## config.mk

```make
export PLATFORM = sky130hd
export DESIGN_NAME = config_chain_loader
export DESIGN_NICKNAME = d
export VERILOG_FILES = /design/src/rtl/kfpga_config_pkg.sv /design/src/rtl/config_crc8_serial.sv /design/src/rtl/config_chain_loader.sv
export SDC_FILE = /design/constraint.sdc
export NUM_CORES = 1
export LEC_CHECK = 0
export CAP_MARGIN = 25
export CORE_MARGIN = 1
export CORE_UTILIZATION = 51
export CTS_CLUSTER_DIAMETER = 150
export DETAILED_ROUTE_END_ITERATION = 7
export GPL_ROUTABILITY_DRIVEN = 0
export PLACE_DENSITY = 0.77
export SLEW_MARGIN = 25
export SYNTH_ARGS = -nofsm -noshare
export SYNTH_HDL_FRONTEND = slang
export SYNTH_HIERARCHICAL = 1
export SYNTH_SLANG_ARGS = --single-unit
```

## constraint.sdc

```tcl
create_clock -name clock -period 1.49 [get_ports clock]
set_clock_uncertainty 0.1 [all_clocks]
set_input_delay 0.298 -clock clock [delete_from_list [all_inputs] [get_ports clock]]
set_output_delay 0.298 -clock clock [all_outputs]
set_load 0.005 [all_outputs]
```

## src/rtl/kfpga_config_pkg.sv

```systemverilog
// Shared definitions for the tile configuration loader: FSM encoding and CRC-8 constants.
package kfpga_config_pkg;

  typedef enum logic [1:0] {
    IDLE   = 2'd0,
    SHIFT  = 2'd1,
    CHECK  = 2'd2,
    COMMIT = 2'd3
  } state_t;

  localparam int                   CRC_WIDTH = 8;
  localparam logic [CRC_WIDTH-1:0] CRC_POLY  = 8'h07;
  localparam logic [CRC_WIDTH-1:0] CRC_INIT  = 8'h00;

  // One MSB-first step of the CRC-8 LFSR.
  function automatic logic [CRC_WIDTH-1:0] crc_step(input logic [CRC_WIDTH-1:0] crc,
                                                    input logic                 bit_in);
    logic feedback;
    feedback = crc[CRC_WIDTH-1] ^ bit_in;
    crc_step = {crc[CRC_WIDTH-2:0], 1'b0} ^ (feedback ? CRC_POLY : '0);
  endfunction

endpackage

```

## src/rtl/config_crc8_serial.sv

```systemverilog
// Bit-serial CRC-8 accumulator over the configuration data bits (used when CONFIG_CRC_EN is defined).
module config_crc8_serial
  import kfpga_config_pkg::*;
(
  input  logic                 clock,
  input  logic                 nreset,
  input  logic                 clear,
  input  logic                 bit_en,
  input  logic                 bit_in,
  output logic [CRC_WIDTH-1:0] crc_out
);

  always_ff @(posedge clock or negedge nreset) begin
    if (!nreset) begin
      crc_out <= CRC_INIT;
    end else if (clear) begin
      crc_out <= CRC_INIT;
    end else if (bit_en) begin
      crc_out <= crc_step(crc_out, bit_in);
    end
  end

endmodule

```

## src/rtl/config_chain_loader.sv

```systemverilog
// Serial, double-buffered configuration loader for routing-mux selectors with daisy-chain output.
// Optional CRC-8 trailer check is enabled by defining CONFIG_CRC_EN.
module config_chain_loader
  import kfpga_config_pkg::*;
#(
  parameter int CONFIG_WIDTH = 12
) (
  input  logic                    clock,
  input  logic                    nreset,
  input  logic                    load_start,
  input  logic                    cfg_valid,
  output logic                    cfg_ready,
  input  logic                    cfg_data,
  output logic [CONFIG_WIDTH-1:0] config_out,
  output logic                    config_valid,
  output logic                    chain_out,
  output logic                    busy,
  output logic                    error
);

  localparam int CNT_W = $clog2(CONFIG_WIDTH + 1);

  state_t                  state, next_state;
  logic [CNT_W-1:0]        bit_cnt;
  logic [CONFIG_WIDTH-1:0] shadow;
  logic                    start_load, shift_en, last_data;

  assign start_load = (state == IDLE) && load_start;
  assign shift_en   = (state == SHIFT) && cfg_valid;
  assign last_data  = (bit_cnt == CNT_W'(CONFIG_WIDTH - 1));
  assign busy       = (state != IDLE);

`ifdef CONFIG_CRC_EN
  localparam int CRC_CNT_W = $clog2(CRC_WIDTH);

  logic [CRC_WIDTH-1:0] crc_calc, crc_cmp;
  logic [CRC_CNT_W-1:0] crc_cnt;
  logic                 check_en, check_done, crc_match;

  assign check_en   = (state == CHECK) && cfg_valid;
  assign check_done = check_en && (crc_cnt == CRC_CNT_W'(CRC_WIDTH - 1));
  // The final trailer bit is compared as it arrives, without waiting for it to land in crc_cmp.
  assign crc_match  = ({crc_cmp[CRC_WIDTH-2:0], cfg_data} == crc_calc);

  config_crc8_serial u_crc (
    .clock   (clock),
    .nreset  (nreset),
    .clear   (start_load),
    .bit_en  (shift_en),
    .bit_in  (cfg_data),
    .crc_out (crc_calc)
  );

  always_ff @(posedge clock or negedge nreset) begin
    if (!nreset) begin
      crc_cmp <= '0;
      crc_cnt <= '0;
      error   <= 1'b0;
    end else begin
      if (start_load) begin
        crc_cnt <= '0;
        error   <= 1'b0;
      end
      if (check_en) begin
        crc_cmp <= {crc_cmp[CRC_WIDTH-2:0], cfg_data};
        crc_cnt <= crc_cnt + CRC_CNT_W'(1);
      end
      if (check_done && !crc_match) error <= 1'b1;
    end
  end
`else
  assign error = 1'b0;
`endif

  always_ff @(posedge clock or negedge nreset) begin
    if (!nreset) state <= IDLE;
    else         state <= next_state;
  end

  always_comb begin
    // NOTE: defaults first, so no path through the case leaves a signal unassigned and infers a latch.
    next_state = state;
    cfg_ready  = 1'b0;
    case (state)
      IDLE:   if (load_start) next_state = SHIFT;
      SHIFT: begin
        cfg_ready = 1'b1;
`ifdef CONFIG_CRC_EN
        if (cfg_valid && last_data) next_state = CHECK;
`else
        if (cfg_valid && last_data) next_state = COMMIT;
`endif
      end
`ifdef CONFIG_CRC_EN
      CHECK: begin
        cfg_ready = 1'b1;
        if (check_done) next_state = crc_match ? COMMIT : IDLE;
      end
`endif
      COMMIT: next_state = IDLE;
      default: next_state = IDLE;
    endcase
  end

  // Shadow keeps its contents across load_start, so the previous configuration streams out to the
  // next tile while the new one streams in.
  always_ff @(posedge clock or negedge nreset) begin
    if (!nreset) begin
      // NOTE: shadow is a flop register, not a RAM, so it is reset; chain_out must not leak stale bits.
      shadow       <= '0;
      bit_cnt      <= '0;
      chain_out    <= 1'b0;
      config_out   <= '0;
      config_valid <= 1'b0;
    end else begin
      // NOTE: non-blocking assignments, so chain_out captures the MSB from before this edge's shift.
      if (start_load) bit_cnt <= '0;
      if (shift_en) begin
        shadow    <= {shadow[CONFIG_WIDTH-2:0], cfg_data};
        chain_out <= shadow[CONFIG_WIDTH-1];
        bit_cnt   <= bit_cnt + CNT_W'(1);
      end
      if (state == COMMIT) begin
        config_out   <= shadow;
        config_valid <= 1'b1;
      end
    end
  end

endmodule
```

==> results of run 1 <==
==> synthesized netlist by cell type <==
master    number  share of area [%]
mux2_2        18                 15
nor3_1         1               0.38
ha_1           1               0.94
or2_2          1               0.47
inv_1          2               0.57
conb_1         1               0.28
o21bai_1       1               0.57
nand2b_1       1               0.47
or3b_1         1               0.66
nand2_1        4                1.1
nor2b_4        1                1.0
buf_8          1                1.1
a22o_1         3                2.0
nand2_4        1               0.85
buf_2          1               0.38
dfrtp_1       32                 60
o21ai_0        1               0.38
nand3b_1       1               0.57
nand4_1        1               0.47
nand3_1        2               0.75
nor2_1         2               0.57
mux2_4         9                 10
buf_4          1               0.57
==> cells in the final DEF (no fill, tap or decap) <==
cell / instances
clkbuf_8: 2
mux2_2: 17
ha_1: 1
nor2_1: 2
nand2_4: 2
clkbuf_16: 1
buf_6: 2
clkbuf_2: 1
o21ai_0: 1
inv_1: 2
o21bai_2: 1
nand3b_1: 1
nor2b_4: 1
dlymetal6s2s_1: 1
nand4_1: 1
mux2_4: 10
dlygate4sd2_1: 14
buf_2: 1
dfrtp_1: 32
clkbuf_4: 5
clkdlybuf4s50_1: 3
a22o_1: 3
nand2b_1: 1
buf_12: 2
nor3_1: 1
nand2_1: 3
or2_4: 1
conb_1: 1
buf_4: 7
nand2_8: 1
or3b_1: 1
nand3_1: 2
==> power by group through the flow <==
stage          clock network (mW)  registers (mW)  logic [mW]
2_1_floorplan                   0            1.48       0.632
3_3_place_gp                    0            1.50        1.11
3_5_place_dp                    0            1.52        1.16
4_1_cts                     0.560            1.50        1.09
5_1_grt                     0.613            1.55        1.27
6_report                    0.553            1.51        1.17
==> critical path: cells and delay by family (launching register included) <==
kind / cells / cell delay [ns]
buf+inv: 1 / 0.11
flops: 1 / 0.40
simple gates: 1 / 0.24
==> what timing repair did <==
| item | 4_1_cts | 5_1_grt |
|---|---|---|
| gates cloned | 0 | 2 |
| endpoints found under the setup margin | 16 | 21 |
| resized for setup | 21 | 9 |
| setup buffers | 4 | 1 |
==> cell type report <==
type | instances | area (um^2) | share of cell area, %
clock buffers | 7 | 65.1 | 3.71
inverters | 2 | 7.51 | 0.428
multi-input cells | 51 | 528 | 30.1
flip-flops and latches | 32 | 801 | 45.6
well taps | 30 | 37.5 | 2.14
repair buffers | 32 | 315 | 18.0
==> flip-flops by register name (all words and copies together), names as in the netlist <==
signal / flops
config_out: 12
shadow: 12
bit_cnt: 4
state: 2
chain_out: 1
config_valid: 1
==> final timing paths <==
| path | cells past startpoint | start | slack, ns | endpoint |
|---|---|---|---|---|
| worst max register to register | 5 | state[1] | 0.02 | shadow[11] |
| worst min-delay path | 2 | nreset | 0.22 | shadow[9] |
| worst min register to register | 1 | config_valid | 0.37 | config_valid |
| max in group asynchronous | 2 | nreset | 0.90 | config_out[3] |
| worst max-delay path | 2 | state[1] | 0.002 | busy |
| min in group clock | 1 | config_valid | 0.37 | config_valid |
==> logic make-up (layout without fill, tap and decap cells) <==
logic type / Yosys count / count (layout) / synth area share [%]
compound gates: 5 / 5 / 2.92
fa+ha+maj: 1 / 1 / 0.943
buf+inv: 5 / 41 / 2.64
flops: 32 / 32 / 60.4
mux: 27 / 27 / 25.5
other cells: 1 / 1 / 0.283
simple gates: 16 / 17 / 7.36
==> per-layer routing <==
layer / vias to the layer above / wire length (um)
met4: 0 / 75
met2: 21 / 1310
li1: 378 / -
met5: - / 0
met3: 9 / 107
met1: 408 / 1120
==> per-stage QoR <==
| step | hold slack, ns | power, mW | worst slack [ns] |
|---|---|---|---|
| 2_1_floorplan | -0.0976 | 2.12 | 0.122 |
| 3_3_place_gp | 0.348 | 2.60 | -0.177 |
| 3_5_place_dp | 0.351 | 2.68 | -0.259 |
| 4_1_cts | 0.216 | 3.16 | -0.125 |
| 5_1_grt | 0.213 | 3.44 | -0.0451 |
| 6_report | 0.216 | 3.23 | 0.00236 |
==> qor.csv, run 1 <==
stage,metric,value,unit
critical_path,critPathMaxStageDelay,0.40,ns
timing,min_period,1.49,ns
detailed_routing,drtIter0Drc,7,
critical_path,arrival,1.09,ns
timing,final-setup-viol-count,0,
global_route,antenna_found_initial,0,
run,cap_violations,0,
critical_path,crit_fanout,2,
clock_network,max-clock-path-buffers,2,
placed_design,port-buffer-count,20,
power,internal_power,2.28,mW
detailed_routing,via_per_inst,5.30,
layout,final_area,1750,um^2
timing,fmax,672,MHz
critical_path,crit_slowest_cell,dfrtp_1,
synthesis,netlist_area,1330,um^2
timing,rsz0062_at_grt,true,
timing,period_share,99.8,%
min_path,hold_class,input pin to asynchronous set/reset pin,
clock_network,cts_max_level,2,
global_route,grtUsageMet3,6.32,%
power,power_frac_seq,46.7,%
floorplanning,die_w,53.0,um
floorplanning,row_count,18,
power,p_comb_share,36.2,%
clock_network,cts_root_buf,clkbuf_4,
global_route,grt_max_degree,33,
layout,instances_no_fill,154,
critical_path,cp-start-kind,flip-flop,
placed_design,placed_cell_area,1610,um^2
global_route,met2_usage,31.4,%
layout,fin_nets,130,
clock_network,path_clk_slew,0.10,ns
clock_network,cts_made_buffers,5,
power,p_leak,0.903,nW
placed_design,hpwlAfterDp,1.53,mm
critical_path,end_kind,output pin,
placed_design,dp.cells,140,
floorplanning,start_util,53.5,%
clock_network,cts_hold_buf,0,
floorplanning,ios,22,
timing,setup_tns,0,ns
global_route,grt.total_usage,20.0,%
clock_network,clock_latency,0.34,ns
clock_network,cts_sinks,32,
clock_network,cts_tree,built,
layout,synthToLayoutAreaGrowth,32.3,%
run_status,status,"complete, no violations",
synthesis,syn_area_per_cell,15.2,um^2
power,power_frac_clock,17.1,%
detailed_routing,finalWirelength,2.62,mm
synthesis,syn_nets,93,
synthesis,synth_cells,87,
layout,drive_gt1_share,43.5,%
layout,fill_cells,185,
global_route,grt_pass1_vias,830,
floorplanning,dieHeight,53.0,um
power,p_switching,0.950,mW
synthesis,ys_ff_latch,32,
critical_path,cp.required,1.09,ns
floorplanning,die-area,2810,um^2
synthesis,yosysSeqAreaShare,60.4,%
global_route,grt-ovfl-total,0,
global_route,grt_pass1_wl,3.72,mm
synthesis,ys_warn_count,6,
floorplanning,coreArea,2480,um^2
critical_path,critical_path.cell_chain,or2_4 > clkbuf_2,
detailed_routing,drtPass1Iterations,4,
global_route,use_met1,22.8,%
timing,hold_violations,0,
power,power.density,1840,nW/um^2
layout,utilization,70.8,%
layout,diodes,0,
detailed_routing,antenna_left,0,
power,ir_drop,1.16,mV
global_route,grt.busiest_layer,met2,
detailed_routing,vias,816,
detailed_routing,wl_per_cell,17.0,um
timing,slew_violations,0,
critical_path,criticalPathCategory,flip-flop to output pin,
detailed_routing,drc_errors,0,
power,swShare,29.4,%
synthesis,ys_types,23,
No activity file was read; power rests on OpenSTA's default activity.
==> run 2, diff against run 1 <==
- ABC_AREA: unset -> 0
==> results of run 2 <==
No change in the layout: final DEF, timing and power equal those of run 1.
==> run 3, diff against run 2 <==
- HOLD_SLACK_MARGIN: unset -> 0.06
==> results of run 3 <==
No change in the layout: final DEF, timing and power equal those of run 1.
